`config.mk`:
```
export PLATFORM = sky130hd
export DESIGN_NAME = wb_snoop_coherence_arbiter_flat
export DESIGN_NICKNAME = d
export VERILOG_FILES = /design/src/rtl/wb_snoop_coherence_arbiter_if.sv /design/src/rtl/wb_snoop_coherence_arbiter.sv /design/src/flat_wrapper.sv
export SDC_FILE = /design/constraint.sdc
export NUM_CORES = 1
export LEC_CHECK = 0
export CAP_MARGIN = 20
export CORE_AREA = 2 2 170 172
export CTS_BUF_LIST = sky130_fd_sc_hd__clkbuf_4 sky130_fd_sc_hd__clkbuf_8
export CTS_CLUSTER_DIAMETER = 200
export DETAILED_ROUTE_END_ITERATION = 12
export DIE_AREA = 0 0 172 174
export SYNTH_ARGS = -nofsm -noshare
export SYNTH_HDL_FRONTEND = slang
export SYNTH_SLANG_ARGS = --single-unit
```
`constraint.sdc`:
```
create_clock -name wb_clk_i -period 1.9 [get_ports wb_clk_i]
set_input_delay 0.38 -clock wb_clk_i [delete_from_list [all_inputs] [get_ports wb_clk_i]]
set_output_delay 0.38 -clock wb_clk_i [all_outputs]
set_load 0.02 [all_outputs]
```
`src/rtl/wb_snoop_coherence_arbiter_if.sv`:
```
// Bus bundle for the snooping Wishbone arbiter: core ports, memory slave port and snoop broadcast.
// Handshake: a core beat is pending while cyc&stb are high and is closed by exactly one cycle of
// ack/err/rty; a snoop request is a level held until its completion cycle, and a core may only
// assert snoop_ack (with snoop_hit/snoop_dat valid) while its snoop_req bit is high.
interface wb_snoop_coherence_arbiter_if #(
  parameter int dw        = 32,
  parameter int aw        = 32,
  parameter int num_cores = 2
);
  logic [num_cores*aw-1:0] wbm_adr_i;
  logic [num_cores*dw-1:0] wbm_dat_i;
  logic [num_cores*4-1:0]  wbm_sel_i;
  logic [num_cores-1:0]    wbm_we_i;
  logic [num_cores-1:0]    wbm_cyc_i;
  logic [num_cores-1:0]    wbm_stb_i;
  logic [num_cores*3-1:0]  wbm_cti_i;
  logic [num_cores*2-1:0]  wbm_bte_i;
  logic [num_cores*dw-1:0] wbm_dat_o;
  logic [num_cores-1:0]    wbm_ack_o;
  logic [num_cores-1:0]    wbm_err_o;
  logic [num_cores-1:0]    wbm_rty_o;

  logic [aw-1:0]           wbs_adr_o;
  logic [dw-1:0]           wbs_dat_o;
  logic [3:0]              wbs_sel_o;
  logic                    wbs_we_o;
  logic [2:0]              wbs_cti_o;
  logic [1:0]              wbs_bte_o;
  logic                    wbs_cyc_o;
  logic                    wbs_stb_o;
  logic [dw-1:0]           wbs_dat_i;
  logic                    wbs_ack_i;
  logic                    wbs_err_i;
  logic                    wbs_rty_i;

  logic [num_cores-1:0]    snoop_req_o;
  logic [1:0]              snoop_type_o;
  logic [aw-1:0]           snoop_adr_o;
  logic [num_cores-1:0]    snoop_ack_i;
  logic [num_cores-1:0]    snoop_hit_i;
  logic [num_cores*dw-1:0] snoop_dat_i;
  logic                    snoop_timeout_o;

  // Arbiter view.
  modport slave (
    input  wbm_adr_i, wbm_dat_i, wbm_sel_i, wbm_we_i, wbm_cyc_i, wbm_stb_i, wbm_cti_i, wbm_bte_i,
    output wbm_dat_o, wbm_ack_o, wbm_err_o, wbm_rty_o,
    output wbs_adr_o, wbs_dat_o, wbs_sel_o, wbs_we_o, wbs_cti_o, wbs_bte_o, wbs_cyc_o, wbs_stb_o,
    input  wbs_dat_i, wbs_ack_i, wbs_err_i, wbs_rty_i,
    output snoop_req_o, snoop_type_o, snoop_adr_o, snoop_timeout_o,
    input  snoop_ack_i, snoop_hit_i, snoop_dat_i
  );

  // Environment view: cores, memory and snoop responders.
  modport master (
    output wbm_adr_i, wbm_dat_i, wbm_sel_i, wbm_we_i, wbm_cyc_i, wbm_stb_i, wbm_cti_i, wbm_bte_i,
    input  wbm_dat_o, wbm_ack_o, wbm_err_o, wbm_rty_o,
    input  wbs_adr_o, wbs_dat_o, wbs_sel_o, wbs_we_o, wbs_cti_o, wbs_bte_o, wbs_cyc_o, wbs_stb_o,
    output wbs_dat_i, wbs_ack_i, wbs_err_i, wbs_rty_i,
    input  snoop_req_o, snoop_type_o, snoop_adr_o, snoop_timeout_o,
    output snoop_ack_i, snoop_hit_i, snoop_dat_i
  );
endinterface

```
`src/rtl/wb_snoop_coherence_arbiter.sv`:
```
// Round-robin N-to-1 Wishbone arbiter that snoops every other core before each granted beat and
// either returns a snooped word (read hit) or forwards the beat to the shared memory slave.
module wb_snoop_coherence_arbiter #(
  parameter int dw            = 32,
  parameter int aw            = 32,
  parameter int num_cores     = 2,
  parameter int snoop_timeout = 15
) (
  input  logic                        wb_clk_i,
  input  logic                        wb_rst_n_i,
  wb_snoop_coherence_arbiter_if.slave bus,
  output logic [1:0]                  state_o
);
  localparam int IW = (num_cores > 1) ? $clog2(num_cores) : 1;
  localparam int CW = $clog2(snoop_timeout + 1);

  typedef enum logic [1:0] {IDLE, SNOOP, HIT_ACK, MEM} state_t;

  state_t               state_q, state_d;
  logic [IW-1:0]        grant_q, grant_d, last_q, last_d;
  logic [aw-1:0]        adr_q, adr_d;
  logic                 we_q, we_d;
  logic [num_cores-1:0] ack_seen_q, ack_seen_d;
  logic                 hit_seen_q, hit_seen_d;
  logic [dw-1:0]        hit_dat_q, hit_dat_d;
  logic [CW-1:0]        cnt_q, cnt_d;
  logic                 hold_q, hold_d;

  logic [num_cores-1:0] req_vec, grant_oh, snoop_req, ack_now, hit_now;
  logic [IW-1:0]        pick, cand, beat_idx;
  logic                 found, start, g_cyc, g_stb, snoop_full, snoop_to, slave_done;
  logic                 timeout_pulse;

  // Search starts one past the last winner so every requester is served in turn.
  always_comb begin
    req_vec = bus.wbm_cyc_i & bus.wbm_stb_i;
    found   = 1'b0;
    pick    = '0;
    cand    = '0;
    for (int i = 0; i < num_cores; i++) begin
      cand = IW'((int'(last_q) + 1 + i) % num_cores);
      if (!found && req_vec[cand]) begin
        found = 1'b1;
        pick  = cand;
      end
    end
  end

  always_comb begin
    grant_oh           = '0;
    grant_oh[grant_q]  = 1'b1;
    g_cyc      = bus.wbm_cyc_i[grant_q];
    g_stb      = bus.wbm_stb_i[grant_q];
    snoop_req  = (state_q == SNOOP) ? ~grant_oh : '0;
    ack_now    = ack_seen_q | (bus.snoop_ack_i & snoop_req);
    hit_now    = bus.snoop_ack_i & bus.snoop_hit_i & snoop_req;
    snoop_full = (ack_now == snoop_req);
    snoop_to   = (cnt_q == CW'(snoop_timeout));
    slave_done = bus.wbs_ack_i | bus.wbs_err_i | bus.wbs_rty_i;
  end

  always_comb begin
    state_d       = state_q;
    grant_d       = grant_q;
    last_d        = last_q;
    adr_d         = adr_q;
    we_d          = we_q;
    ack_seen_d    = ack_seen_q;
    hit_seen_d    = hit_seen_q;
    hit_dat_d     = hit_dat_q;
    cnt_d         = cnt_q;
    hold_d        = 1'b0;
    start         = 1'b0;
    beat_idx      = '0;
    timeout_pulse = 1'b0;
    case (state_q)
      IDLE: begin
        // A master whose beat just ended keeps the grant if it presents another beat.
        if (hold_q && g_cyc && g_stb) begin
          start    = 1'b1;
          beat_idx = grant_q;
        end else if (found) begin
          start    = 1'b1;
          beat_idx = pick;
          grant_d  = pick;
          last_d   = pick;
        end
        if (start) begin
          adr_d      = bus.wbm_adr_i[beat_idx*aw +: aw];
          we_d       = bus.wbm_we_i[beat_idx];
          ack_seen_d = '0;
          hit_seen_d = 1'b0;
          hit_dat_d  = '0;
          cnt_d      = CW'(1);
          state_d    = (num_cores == 1) ? MEM : SNOOP;
        end
      end
      SNOOP: begin
        if (!g_cyc) begin
          state_d = IDLE;
        end else begin
          ack_seen_d = ack_now;
          if (!hit_seen_q && (hit_now != '0)) begin
            hit_seen_d = 1'b1;
            for (int i = num_cores - 1; i >= 0; i--) begin
              if (hit_now[i]) hit_dat_d = bus.snoop_dat_i[i*dw +: dw];
            end
          end
          if (snoop_full || snoop_to) begin
            timeout_pulse = !snoop_full;
            state_d = (!we_q && (hit_seen_q || (hit_now != '0))) ? HIT_ACK : MEM;
          end else begin
            cnt_d = cnt_q + CW'(1);
          end
        end
      end
      HIT_ACK: begin
        state_d = IDLE;
        hold_d  = 1'b1;
      end
      MEM: begin
        if (slave_done) begin
          state_d = IDLE;
          hold_d  = 1'b1;
        end else if (!g_cyc) begin
          state_d = IDLE;
        end
      end
      default: state_d = IDLE;
    endcase
  end

  always_ff @(posedge wb_clk_i or negedge wb_rst_n_i) begin
    if (!wb_rst_n_i) begin
      state_q    <= IDLE;
      grant_q    <= '0;
      last_q     <= IW'(num_cores - 1);
      adr_q      <= '0;
      we_q       <= 1'b0;
      ack_seen_q <= '0;
      hit_seen_q <= 1'b0;
      hit_dat_q  <= '0;
      cnt_q      <= '0;
      hold_q     <= 1'b0;
    end else begin
      state_q    <= state_d;
      grant_q    <= grant_d;
      last_q     <= last_d;
      adr_q      <= adr_d;
      we_q       <= we_d;
      ack_seen_q <= ack_seen_d;
      hit_seen_q <= hit_seen_d;
      hit_dat_q  <= hit_dat_d;
      cnt_q      <= cnt_d;
      hold_q     <= hold_d;
    end
  end

  logic [num_cores-1:0] ack_v, err_v, rty_v;
  logic [dw-1:0]        rdat_v;

  always_comb begin
    ack_v  = '0;
    err_v  = '0;
    rty_v  = '0;
    rdat_v = '0;
    if (state_q == HIT_ACK) begin
      ack_v[grant_q] = 1'b1;
      rdat_v         = hit_dat_q;
    end else if (state_q == MEM) begin
      ack_v[grant_q] = bus.wbs_ack_i;
      err_v[grant_q] = bus.wbs_err_i;
      rty_v[grant_q] = bus.wbs_rty_i;
      rdat_v         = bus.wbs_dat_i;
    end
  end

  assign bus.wbm_ack_o       = ack_v;
  assign bus.wbm_err_o       = err_v;
  assign bus.wbm_rty_o       = rty_v;
  assign bus.wbm_dat_o       = {num_cores{rdat_v}};
  assign bus.wbs_cyc_o       = (state_q == MEM);
  assign bus.wbs_stb_o       = (state_q == MEM) && g_stb;
  assign bus.wbs_adr_o       = (state_q == MEM) ? adr_q : '0;
  assign bus.wbs_we_o        = (state_q == MEM) && we_q;
  assign bus.wbs_dat_o       = (state_q == MEM) ? bus.wbm_dat_i[grant_q*dw +: dw] : '0;
  assign bus.wbs_sel_o       = (state_q == MEM) ? bus.wbm_sel_i[grant_q*4 +: 4] : '0;
  assign bus.wbs_cti_o       = (state_q == MEM) ? bus.wbm_cti_i[grant_q*3 +: 3] : '0;
  assign bus.wbs_bte_o       = (state_q == MEM) ? bus.wbm_bte_i[grant_q*2 +: 2] : '0;
  assign bus.snoop_req_o     = snoop_req;
  assign bus.snoop_type_o    = (state_q == SNOOP) ? (we_q ? 2'b10 : 2'b01) : 2'b00;
  assign bus.snoop_adr_o     = (state_q == SNOOP) ? adr_q : '0;
  assign bus.snoop_timeout_o = timeout_pulse;
  assign state_o             = state_q;
endmodule

```
`src/flat_wrapper.sv`:
```
// flat-port wrapper written by rule: the top's interface ports become plain ports
module wb_snoop_coherence_arbiter_flat 
#(
  parameter int dw            = 32,
  parameter int aw            = 32,
  parameter int num_cores     = 2,
  parameter int snoop_timeout = 15
)
  (wb_clk_i, wb_rst_n_i, state_o, bus_wbm_adr_i, bus_wbm_dat_i, bus_wbm_sel_i, bus_wbm_we_i, bus_wbm_cyc_i, bus_wbm_stb_i, bus_wbm_cti_i, bus_wbm_bte_i, bus_wbm_dat_o, bus_wbm_ack_o, bus_wbm_err_o, bus_wbm_rty_o, bus_wbs_adr_o, bus_wbs_dat_o, bus_wbs_sel_o, bus_wbs_we_o, bus_wbs_cti_o, bus_wbs_bte_o, bus_wbs_cyc_o, bus_wbs_stb_o, bus_wbs_dat_i, bus_wbs_ack_i, bus_wbs_err_i, bus_wbs_rty_i, bus_snoop_req_o, bus_snoop_type_o, bus_snoop_adr_o, bus_snoop_timeout_o, bus_snoop_ack_i, bus_snoop_hit_i, bus_snoop_dat_i);
  wb_snoop_coherence_arbiter_if #(.dw(dw), .aw(aw), .num_cores(num_cores)) bus_i ();
  input  logic wb_clk_i;
  input  logic wb_rst_n_i;
  output logic [1:0] state_o;
  input wire logic [$bits(bus_i.wbm_adr_i)-1:0] bus_wbm_adr_i;
  input wire logic [$bits(bus_i.wbm_dat_i)-1:0] bus_wbm_dat_i;
  input wire logic [$bits(bus_i.wbm_sel_i)-1:0] bus_wbm_sel_i;
  input wire logic [$bits(bus_i.wbm_we_i)-1:0] bus_wbm_we_i;
  input wire logic [$bits(bus_i.wbm_cyc_i)-1:0] bus_wbm_cyc_i;
  input wire logic [$bits(bus_i.wbm_stb_i)-1:0] bus_wbm_stb_i;
  input wire logic [$bits(bus_i.wbm_cti_i)-1:0] bus_wbm_cti_i;
  input wire logic [$bits(bus_i.wbm_bte_i)-1:0] bus_wbm_bte_i;
  output wire logic [$bits(bus_i.wbm_dat_o)-1:0] bus_wbm_dat_o;
  output wire logic [$bits(bus_i.wbm_ack_o)-1:0] bus_wbm_ack_o;
  output wire logic [$bits(bus_i.wbm_err_o)-1:0] bus_wbm_err_o;
  output wire logic [$bits(bus_i.wbm_rty_o)-1:0] bus_wbm_rty_o;
  output wire logic [$bits(bus_i.wbs_adr_o)-1:0] bus_wbs_adr_o;
  output wire logic [$bits(bus_i.wbs_dat_o)-1:0] bus_wbs_dat_o;
  output wire logic [$bits(bus_i.wbs_sel_o)-1:0] bus_wbs_sel_o;
  output wire logic [$bits(bus_i.wbs_we_o)-1:0] bus_wbs_we_o;
  output wire logic [$bits(bus_i.wbs_cti_o)-1:0] bus_wbs_cti_o;
  output wire logic [$bits(bus_i.wbs_bte_o)-1:0] bus_wbs_bte_o;
  output wire logic [$bits(bus_i.wbs_cyc_o)-1:0] bus_wbs_cyc_o;
  output wire logic [$bits(bus_i.wbs_stb_o)-1:0] bus_wbs_stb_o;
  input wire logic [$bits(bus_i.wbs_dat_i)-1:0] bus_wbs_dat_i;
  input wire logic [$bits(bus_i.wbs_ack_i)-1:0] bus_wbs_ack_i;
  input wire logic [$bits(bus_i.wbs_err_i)-1:0] bus_wbs_err_i;
  input wire logic [$bits(bus_i.wbs_rty_i)-1:0] bus_wbs_rty_i;
  output wire logic [$bits(bus_i.snoop_req_o)-1:0] bus_snoop_req_o;
  output wire logic [$bits(bus_i.snoop_type_o)-1:0] bus_snoop_type_o;
  output wire logic [$bits(bus_i.snoop_adr_o)-1:0] bus_snoop_adr_o;
  output wire logic [$bits(bus_i.snoop_timeout_o)-1:0] bus_snoop_timeout_o;
  input wire logic [$bits(bus_i.snoop_ack_i)-1:0] bus_snoop_ack_i;
  input wire logic [$bits(bus_i.snoop_hit_i)-1:0] bus_snoop_hit_i;
  input wire logic [$bits(bus_i.snoop_dat_i)-1:0] bus_snoop_dat_i;
  assign bus_i.wbm_adr_i = bus_wbm_adr_i;
  assign bus_i.wbm_dat_i = bus_wbm_dat_i;
  assign bus_i.wbm_sel_i = bus_wbm_sel_i;
  assign bus_i.wbm_we_i = bus_wbm_we_i;
  assign bus_i.wbm_cyc_i = bus_wbm_cyc_i;
  assign bus_i.wbm_stb_i = bus_wbm_stb_i;
  assign bus_i.wbm_cti_i = bus_wbm_cti_i;
  assign bus_i.wbm_bte_i = bus_wbm_bte_i;
  assign bus_wbm_dat_o = bus_i.wbm_dat_o;
  assign bus_wbm_ack_o = bus_i.wbm_ack_o;
  assign bus_wbm_err_o = bus_i.wbm_err_o;
  assign bus_wbm_rty_o = bus_i.wbm_rty_o;
  assign bus_wbs_adr_o = bus_i.wbs_adr_o;
  assign bus_wbs_dat_o = bus_i.wbs_dat_o;
  assign bus_wbs_sel_o = bus_i.wbs_sel_o;
  assign bus_wbs_we_o = bus_i.wbs_we_o;
  assign bus_wbs_cti_o = bus_i.wbs_cti_o;
  assign bus_wbs_bte_o = bus_i.wbs_bte_o;
  assign bus_wbs_cyc_o = bus_i.wbs_cyc_o;
  assign bus_wbs_stb_o = bus_i.wbs_stb_o;
  assign bus_i.wbs_dat_i = bus_wbs_dat_i;
  assign bus_i.wbs_ack_i = bus_wbs_ack_i;
  assign bus_i.wbs_err_i = bus_wbs_err_i;
  assign bus_i.wbs_rty_i = bus_wbs_rty_i;
  assign bus_snoop_req_o = bus_i.snoop_req_o;
  assign bus_snoop_type_o = bus_i.snoop_type_o;
  assign bus_snoop_adr_o = bus_i.snoop_adr_o;
  assign bus_snoop_timeout_o = bus_i.snoop_timeout_o;
  assign bus_i.snoop_ack_i = bus_snoop_ack_i;
  assign bus_i.snoop_hit_i = bus_snoop_hit_i;
  assign bus_i.snoop_dat_i = bus_snoop_dat_i;
  wb_snoop_coherence_arbiter #(.dw(dw), .aw(aw), .num_cores(num_cores), .snoop_timeout(snoop_timeout)) u_core (.wb_clk_i(wb_clk_i), .wb_rst_n_i(wb_rst_n_i), .bus(bus_i), .state_o(state_o));
endmodule
```
# [Word level (Yosys, flattened, before mapping)]
# Cells that the tools add are included.
[word_totals] regBits=77 wordCells=140
[op_classes] order_cmp=5 n_mux=68 n_eq_ne=12 multipliers=1 addsub=3 reduce_logical=24 n_bitwise=12 n_shift=5
[ops] cell="32-bit two-way mux" n=10
[ops] cell="64-bit by 7-bit indexed part select with 32-bit output" n=2
[ops] cell="32-bit case mux with 2 select lines" n=1
[ops] cell="2-bit two-way mux" n=17
[ops] cell="1-bit two-way mux" n=29
[ops] cell="4-bit two-way mux" n=4
[ops] cell="2-bit bitwise AND" n=7
[ops] cell="3-bit AND reduction" n=3
[ops] cell="1-bit logical AND" n=8
[ops] cell="1-bit by 2-bit < comparator with 1-bit output, second input constant" n=4
[ops] cell="2-bit case mux with 4 select lines" n=1
[ops] cell="4-bit case mux with 2 select lines" n=1
[ops] cell="4-bit AND reduction" n=2
[ops] cell="8-bit by 4-bit indexed part select with 4-bit output" n=1
[ops] cell="3-bit != test, second input constant" n=2
[ops] cell="6-bit by 4-bit indexed part select with 3-bit output" n=1
[ops] cell="5-bit AND reduction" n=1
[ops] cell="4-bit by 1-bit adder with 4-bit output, second input constant" n=1
[ops] cell="2-bit equality test, second input constant" n=2
[ops] cell="4-bit equality test, second input constant" n=1
[ops] cell="1-bit zero test" n=4
[ops] cell="2-bit by 1-bit != test with 1-bit output, second input constant" n=2
[ops] cell="2-bit != test, second input constant" n=2
[ops] cell="1-bit case mux with 2 select lines" n=2
[ops] cell="18 further kinds" n=22

# [Depth between registers and ports, before layout]
# Gate-level depths: netlist (run 1).
[depth] word_depth=14 mapped_depth=7 depth_no_buf=4

# [Worst setup path after synthesis (run 1)]
# No wires, ideal clock.
[synth_path] path_type="reg-to-output" start="reg u_core.state_q[0], in the netlist u_core.state_o[0]" end="out bus_wbm_dat_o[33]" required_ns=1.520 stages_incl_launch_ff=6 t_arrival_ns=1.826 slack_ns=-0.306 path_cell_list="dfrtp_1 -> buf_2 -> buf_1 -> mux2i_1 -> nor2b_1 -> buf_4"
[synth_via] elab_chain_len=3
[synth_lines] item="from (decl)" line="wb_snoop_coherence_arbiter.sv:19" source="state_t state_q, state_d;"
[synth_lines] item="from (signal assigned)" line="wb_snoop_coherence_arbiter.sv:146" source="state_q <= state_d;"
[synth_lines] item="2-bit equality test" line="wb_snoop_coherence_arbiter.sv:170" source="end else if (state_q == MEM) begin"
[synth_lines] item="32-bit two-way mux" line="wb_snoop_coherence_arbiter.sv:170"
[synth_lines] item="32-bit two-way mux *" line="wb_snoop_coherence_arbiter.sv:167" source="if (state_q == HIT_ACK) begin"
[synth_lines] item="to (decl)" line="flat_wrapper.sv:22" source="output wire logic [$bits(bus_i.wbm_dat_o)-1:0] bus_wbm_dat_o;"
# Mark *: on every way between the ends. The rest lies on a longest branch, timed or not.

# [Worst setup path in the final report (run 1)]
[layout_path] start="reg u_core.state_q[0], in the netlist u_core.state_o[0]" end="reg u_core.hit_dat_q[27]"
[layout_via] elab_chain_len=7
[layout_lines] item="2-bit by 1-bit equality test with 1-bit output" line="wb_snoop_coherence_arbiter.sv:54, wb_snoop_coherence_arbiter.sv:76"
[layout_lines] item="2-bit two-way mux" line="wb_snoop_coherence_arbiter.sv:54" source="snoop_req = (state_q == SNOOP) ? ~grant_oh : '0;"
[layout_lines] item="2-bit bitwise AND" line="wb_snoop_coherence_arbiter.sv:56" source="hit_now = bus.snoop_ack_i & bus.snoop_hit_i & snoop_req;"
[layout_lines] item="32-bit two-way mux / 2-bit nonzero test (equally long branches)" line="wb_snoop_coherence_arbiter.sv:106, wb_snoop_coherence_arbiter.sv:103"
[layout_lines] item="32-bit two-way mux / 1-bit logical AND (equally long branches)" line="wb_snoop_coherence_arbiter.sv:103" source="if (!hit_seen_q && (hit_now != '0)) begin"
[layout_lines] item="32-bit two-way mux / 2-bit by 1-bit != test with 1-bit output (equally long branches)"
[layout_lines] item="32-bit case mux with 2 select lines / 5-bit AND reduction (equally long branches)"
[layout_lines] item="to (signal assigned)" line="wb_snoop_coherence_arbiter.sv:153" source="hit_dat_q <= hit_dat_d;"
[layout_lines] item="to (decl)" line="wb_snoop_coherence_arbiter.sv:25" source="logic [dw-1:0] hit_dat_q, hit_dat_d;"
# Parallel ways exist; a longest one is shown, timed or not. The select of a mux whose other input is x is not followed.
# A chain may end at the register's enable or synchronous reset.

==> flow_metrics.env, run 1 <==
export IMPL_setup_ws_ns=-0.208
export IMPL_ys_flop_type="dfrtp_1"
export IMPL_wl_per_cell_um=17.7
export IMPL_top_usage_layer="met2"
export IMPL_hold_ws_ns=0.483
export IMPL_drt_pass1_iter_count=4
export IMPL_fin_crit_sh_pct=111
export IMPL_ys_warn_count=0
export IMPL_min_period_ns=2.11
export IMPL_min_delay_start="u_core.cnt_q[3]"
export IMPL_cp_buffers_inverters=3
export IMPL_drv_cap=0
export IMPL_gp_congestion=0.809
export IMPL_clock_sinks=77
export IMPL_clkLatencyLatePin_ns=0.37
export IMPL_clk_pin_slew_worst_paths_ns=0.09
export IMPL_n_fill_cell=2897
export IMPL_viasPerCell=4.51
export IMPL_clockBufferDepth=2
export IMPL_initial_core_util_pct=20.8
export IMPL_fp_dieArea_um2=29900
export IMPL_final_setup_skew_ns=0.0156
export IMPL_grt_max_degree=65
export IMPL_synthTopCellsByCount="85 x nor2_1, 79 x mux2i_1, 76 x dfrtp_1"
export IMPL_ant_nets=0
export IMPL_path_class="reg -> reg"
export IMPL_grt_met3_usage_pct=4.53
export IMPL_yosysSeqAreaShare_pct=32.8
export IMPL_drt_iter0_markers=285
export IMPL_cp_startpoint="u_core.state_o[0]"
export IMPL_synthesis_area_um2=5880
export IMPL_slowest_delay_ns=0.56
export IMPL_yosys_area_top_type="dfrtp_1"
export IMPL_nets=1438
export IMPL_port_buffers=441
export IMPL_die_w_um=172
export IMPL_rsz0062_at_grt="yes"
export IMPL_synth_edf_count=0
export IMPL_ys_seq_elements=77
export IMPL_htreeDepth=3
export IMPL_rr_startpoint="u_core.state_o[0]"
export IMPL_coreArea_um2=28200
export IMPL_rows=62
export IMPL_clockRootBuffer="clkbuf_8"
export IMPL_antenna_found_initial=0
export IMPL_postSynthCellCount=724
export IMPL_failed_checks="negative setup slack"
export IMPL_start_kind="register"
export IMPL_grt_remaining_overflow=0
export IMPL_wl_um=27700
export IMPL_crit_family="flip-flops"
export IMPL_synthArstFlopShare_pct=100
export IMPL_peakVddDrop_v=0.000680
export IMPL_grt_pass1_wl_um=40400
export IMPL_crit_fanout=32
export IMPL_syn_area_per_cell_um2=8.12
export IMPL_n_antenna_cell=0
export IMPL_num_vias=7079
export IMPL_drc=0
export IMPL_slew_headroom_pct=67.2
export IMPL_slew_viol_final=0
export IMPL_hold_class="reg -> reg"
export IMPL_final_area_um2=11800
export IMPL_arrival_ns=2.36
export IMPL_syn_to_final_growth_pct=101
export IMPL_clock_fmax_mhz=474
export IMPL_grt_pass1_vias=6849
export IMPL_dp_hpwl_um=20000
export IMPL_die_h_um=174
export IMPL_cp_required_ns=2.15
export IMPL_cp_slowest_cell="dfrtp_4"
export IMPL_setup_viol=208
export IMPL_synth_most_common_cell="nor2_1"
export IMPL_track_usage_pct=17.4
export IMPL_cts_buffers=9
export IMPL_powerDensity_nw_per_um2=1280
export IMPL_ios=442
export IMPL_regArea_um2=1930
export IMPL_worstPathCellList="buf_6 -> buf_12 -> or3_4 -> a2bb2oi_4 -> buf_12 -> mux2_2"
export IMPL_critPathMostFrequentCell="buf_12"
export IMPL_final_hold_violation_count=0
export IMPL_multi_input_area_um2=3770
export IMPL_met2_usage_pct=29.8
export IMPL_synth_area_leaders="dfrtp_1 32%, mux2i_1 13%, mux2_2 6.7%"
export IMPL_outcome="finished with violations"
export IMPL_p_leak_nw=5.24
export IMPL_netlist_area_leader_share_pct=32.3
export IMPL_synth_nets=982
export IMPL_post_dp_cell_area_um2=11100
export IMPL_cts_tree="yes"
export IMPL_yosysUniqueCellTypes=40
export IMPL_cp_end_kind="register"
export IMPL_drive_above_1_share_pct=37.0
export IMPL_met1_usage_pct=21.8
export IMPL_worst_pin_slew_ns=0.492
## cells in the final DEF (no fill, tap or decap), types with 5 or more instances in the layout
master / count
clkdlybuf4s50_1: 255
buf_4: 135
nor2_1: 84
dfrtp_1: 73
nand2_1: 68
mux2i_1: 67
buf_6: 65
buf_2: 43
a31oi_1: 37
nand3_1: 36
mux2_2: 35
o21ai_0: 34
a21oi_1: 34
nor2b_2: 29
and2_4: 28
and3_1: 27
buf_12: 23
and3_4: 13
mux2i_2: 11
clkbuf_8: 9
buf_16: 8
buf_8: 6
and2_1: 5
## worst reg2reg max path, stage by stage, from the launching register on
cell and delay, ns:
dfrtp_4 0.56, buf_6 0.17, buf_12 0.14, or3_4 0.36
a2bb2oi_4 0.15, buf_12 0.22, mux2_2 0.40
## repair_timing
action                                  4_1_cts  5_1_grt
gates resized for setup                     889      141
hold endpoints to repair                     30        0
pin swaps                                     0        2
gates cloned                                 10        1
buffers inserted                             14       11
endpoints found under the setup margin      219      251
hold buffers                                  1        0
## worst paths after layout
kind	cells past startpoint	endpoint	slack (ns)
setup / recovery	6	u_core.hit_dat_q[27]	-0.21
hold / removal	1	u_core.cnt_q[3]	0.48
setup reg to reg	6	u_core.hit_dat_q[27]	-0.21
hold reg to reg	1	u_core.cnt_q[3]	0.48
max in group asynchronous	3	u_core.hit_dat_q[12]	0.75
min in group asynchronous	2	u_core.adr_q[2]	0.50
## cell families after synthesis
group	synth area share, %
AO/OA/AOI/OAI	12.4
adder cells (fa/ha/maj)	0.213
buffers and inverters	9.19
flip-flops	32.8
multiplexers	20.2
AND/OR/NAND/NOR	25.3
## routing by layer
layer | up-vias | wire (µm)
met4 | 0 | 424
met5 | - | 0
li1 | 3381 | -
met1 | 3379 | 11500
met2 | 289 | 13500
met3 | 30 | 2250
## layout make-up
class | instances | share of cell area [%]
sequential | 77 | 16.4
tap | 384 | 4.07
inverter | 5 | 0.159
timing repair buffer | 541 | 45.7
multi-input combinational | 546 | 31.9
clock inverter | 6 | 0.731
clock buffer | 9 | 1.05
## flip-flops by register name, indices dropped and copies added, names as in the netlist
register           cells
u_core.adr_q          32
u_core.hit_dat_q      32
u_core.cnt_q           4
u_core.ack_seen_q      2
u_core.state_o         2
u_core.grant_q         1
u_core.hit_seen_q      1
u_core.hold_q          1
u_core.last_q          1
u_core.we_q            1
## through the flow
| step | util (%) | power [mW] | cells | worst slack (ns) | TNS (ns) |
|---|---|---|---|---|---|
| 6_report | 41.8 | 15.2 | 1568 | -0.208 | -24.33 |
| 5_1_grt | 41.8 | 16.1 | 1568 | -0.263 | -40.92 |
| 4_1_cts | 40.1 | 14.3 | 1560 | -0.259 | -35.69 |
| 3_5_place_dp | 39.3 | 12.1 | 1520 | -0.567 | -54.82 |
| 3_3_place_gp | 39.3 | 12.0 | 1520 | -0.504 | -50.55 |
| 2_1_floorplan | - | 7.96 | 724 | -0.0630 | -1.13 |
## where the power goes
part	total, mW	internal (mW)	switching [mW]
Clock	1.42	0.733	0.683
Combinational	10.7	5.73	5.01
Sequential	3.01	2.38	0.634
Total	15.2	8.84	6.33
No activity file was read; power rests on OpenSTA's default activity.
==> run 2, diff against run 1 <==
--- a/config.mk
+++ b/config.mk
@@ -11,6 +11,7 @@
 export CTS_CLUSTER_DIAMETER = 200
 export DETAILED_ROUTE_END_ITERATION = 12
 export DIE_AREA = 0 0 172 174
+export SETUP_SLACK_MARGIN = 0.02
 export SYNTH_ARGS = -nofsm -noshare
 export SYNTH_HDL_FRONTEND = slang
 export SYNTH_SLANG_ARGS = --single-unit
==> run 2 against run 1 <==
Effect of this change: the flow still finishes with violations (negative setup slack); first-iteration DRC count is 31% lower; sequential power is 2% higher; power is 2.4% higher; register-to-register slack better by 0.02 ns; sequential share of layout area is 0.80 points lower; worst hold slack worse by 0.14 ns; clock-buffer cell count is 2 higher; die area stayed put; clock power is 6% lower; cell area is 5.1% higher; routed wire length is 7.5% higher; critical path type is now reg -> out; critical endpoint is now bus_wbm_dat_o[30]; largest cell class unchanged.
==> flow_metrics.env, run 2 (synthesis gave the netlist of run 1 again) <==
export IMPL_num_vias=7164
export IMPL_crit_family="flip-flops"
export IMPL_setup_ws_ns=-0.275
export IMPL_crit_fanout=12
export IMPL_multi_input_area_um2=4120
export IMPL_start_kind="register"
export IMPL_final_setup_skew_ns=0.0110
export IMPL_peakVddDrop_v=0.000513
export IMPL_drive_above_1_share_pct=39.1
export IMPL_n_fill_cell=2818
export IMPL_cts_tree="yes"
export IMPL_nets=1464
export IMPL_arrival_ns=1.80
export IMPL_track_usage_pct=17.3
export IMPL_grt_pass1_vias=7016
export IMPL_drv_cap=0
export IMPL_slowest_delay_ns=0.53
export IMPL_worst_pin_slew_ns=0.703
export IMPL_wl_per_cell_um=18.7
export IMPL_hold_ws_ns=0.341
export IMPL_power_mw=15.5
export IMPL_cp_slowest_cell="dfrtp_4"
export IMPL_cp_required_ns=1.52
export IMPL_clkLatencyLatePin_ns=0.37
export IMPL_grt_max_degree=67
export IMPL_ios=442
export IMPL_clockBufferDepth=2
export IMPL_rsz0062_at_grt="yes"
export IMPL_final_hold_violation_count=0
export IMPL_gp_congestion=0.839
export IMPL_min_period_ns=2.18
export IMPL_ant_nets=0
export IMPL_final_area_um2=12400
export IMPL_drt_iter0_markers=198
export IMPL_clockRootBuffer="clkbuf_8"
export IMPL_dp_hpwl_um=20500
export IMPL_syn_to_final_growth_pct=111
export IMPL_outcome="finished with violations"
export IMPL_cp_end_kind="output pin"
export IMPL_setup_viol=221
export IMPL_port_buffers=441
export IMPL_htreeDepth=3
export IMPL_clock_sinks=77
export IMPL_fp_dieArea_um2=29900
export IMPL_fin_crit_sh_pct=114
export IMPL_dp_slack_ns=-0.633
export IMPL_coreArea_um2=28200
export IMPL_die_w_um=172
export IMPL_failed_checks="negative setup slack"
export IMPL_top_regs="u_core.adr_q: 32 flops, u_core.hit_dat_q: 32 flops, u_core.cnt_q: 4 flops"
export IMPL_drc=0
export IMPL_finalSetupTns_ns=-27.04
export IMPL_final_common_cell="clkdlybuf4s50_1"
export IMPL_initial_core_util_pct=20.8
export IMPL_worstPathCellList="buf_12 -> mux2i_2 -> nor2b_4 -> dlygate4sd2_1"
export IMPL_cp_buffers_inverters=2
export IMPL_instances_no_fill=1595
export IMPL_slew_headroom_pct=52.7
export IMPL_layout_common_cells="255 x clkdlybuf4s50_1, 135 x buf_4, 76 x nor2_1"
export IMPL_grt_pass1_wl_um=40200
export IMPL_die_h_um=174
export IMPL_path_class="reg -> out"
export IMPL_clock_fmax_mhz=460
export IMPL_viasPerCell=4.49
export IMPL_hold_class="in -> async"
export IMPL_slew_viol_final=0
export IMPL_post_route_util_pct=44.0
export IMPL_antenna_found_initial=0
export IMPL_drt_pass1_iter_count=4
export IMPL_powerDensity_nw_per_um2=1250
export IMPL_post_dp_cell_area_um2=11200
export IMPL_placed_cells=1526
export IMPL_n_antenna_cell=0
export IMPL_wl_um=29800
export IMPL_cts_buffers=9
export IMPL_grt_remaining_overflow=0
export IMPL_p_leak_nw=5.49
export IMPL_rows=62
export IMPL_regArea_um2=1930
export IMPL_clk_pin_slew_worst_paths_ns=0.09
[run 2: changes by cell type in the layout (fill, tap and decap cells not counted), moves of 16 or more]
cell / change
dlygate4sd2_1: +31
nand3_1: -16
nand3_2: +16
nor2b_2: -16
nor2b_4: +16
o21ai_0: -32
o21ai_2: +27
[run 2: where the power goes]
group	total, mW	switching [mW]	leakage [nW]	internal (mW)
logic	11.1	5.34	4.45	5.80
registers	3.06	0.681	0.941	2.38
clock network	1.34	0.682	0.0994	0.661
[run 2: worst reg2reg max path, cell delays in order, from the launching register on]
cell,delay (ns)
dfrtp_4,0.57
buf_4,0.18
or3_4,0.39
a2bb2oi_4,0.20
buf_6,0.15
clkbuf_16,0.16
mux2_2,0.34
[run 2: final timing paths]
| path | from | endpoint | slack, ns | cells after the start |
|---|---|---|---|---|
| min in group wb_clk_i | u_core.cnt_q[3] | u_core.cnt_q[3] | 0.48 | 1 |
| max in group asynchronous | wb_rst_n_i | u_core.last_q | 0.93 | 3 |
| max reg2reg | u_core.state_o[0] | u_core.hit_dat_q[1] | -0.19 | 6 |
| min | wb_rst_n_i | u_core.adr_q[16] | 0.34 | 2 |
| max | u_core.state_o[0] | bus_wbm_dat_o[30] | -0.28 | 4 |
| min reg2reg | u_core.cnt_q[3] | u_core.cnt_q[3] | 0.48 | 1 |
[run 2: area by class of cell]
class                   count  share of cell area (%)
repair buffers            567                    45.6
multi-input cells         546                    33.2
flip-flops and latches     77                    15.6
well taps                 384                    3.87
clock buffers              11                    1.17
clock inverters             5                   0.473
inverters                   5                   0.151
[run 2: repair_timing]
action,CTS,global route
setup buffers,21,18
setup endpoints to repair,252,256
hold buffers,1,0
hold endpoints to repair,3,0
resized for setup,726,263
pin swaps,5,50
gates cloned,5,14
[run 2: layer usage]
layer  track usage [%]  routed length (µm)  up-vias
met5                 0                   0        -
met3              4.08                2230       33
met4              4.34                 552        0
met2              30.3               14900      315
met1              21.3               12100     3370
li1                  -                   -     3446
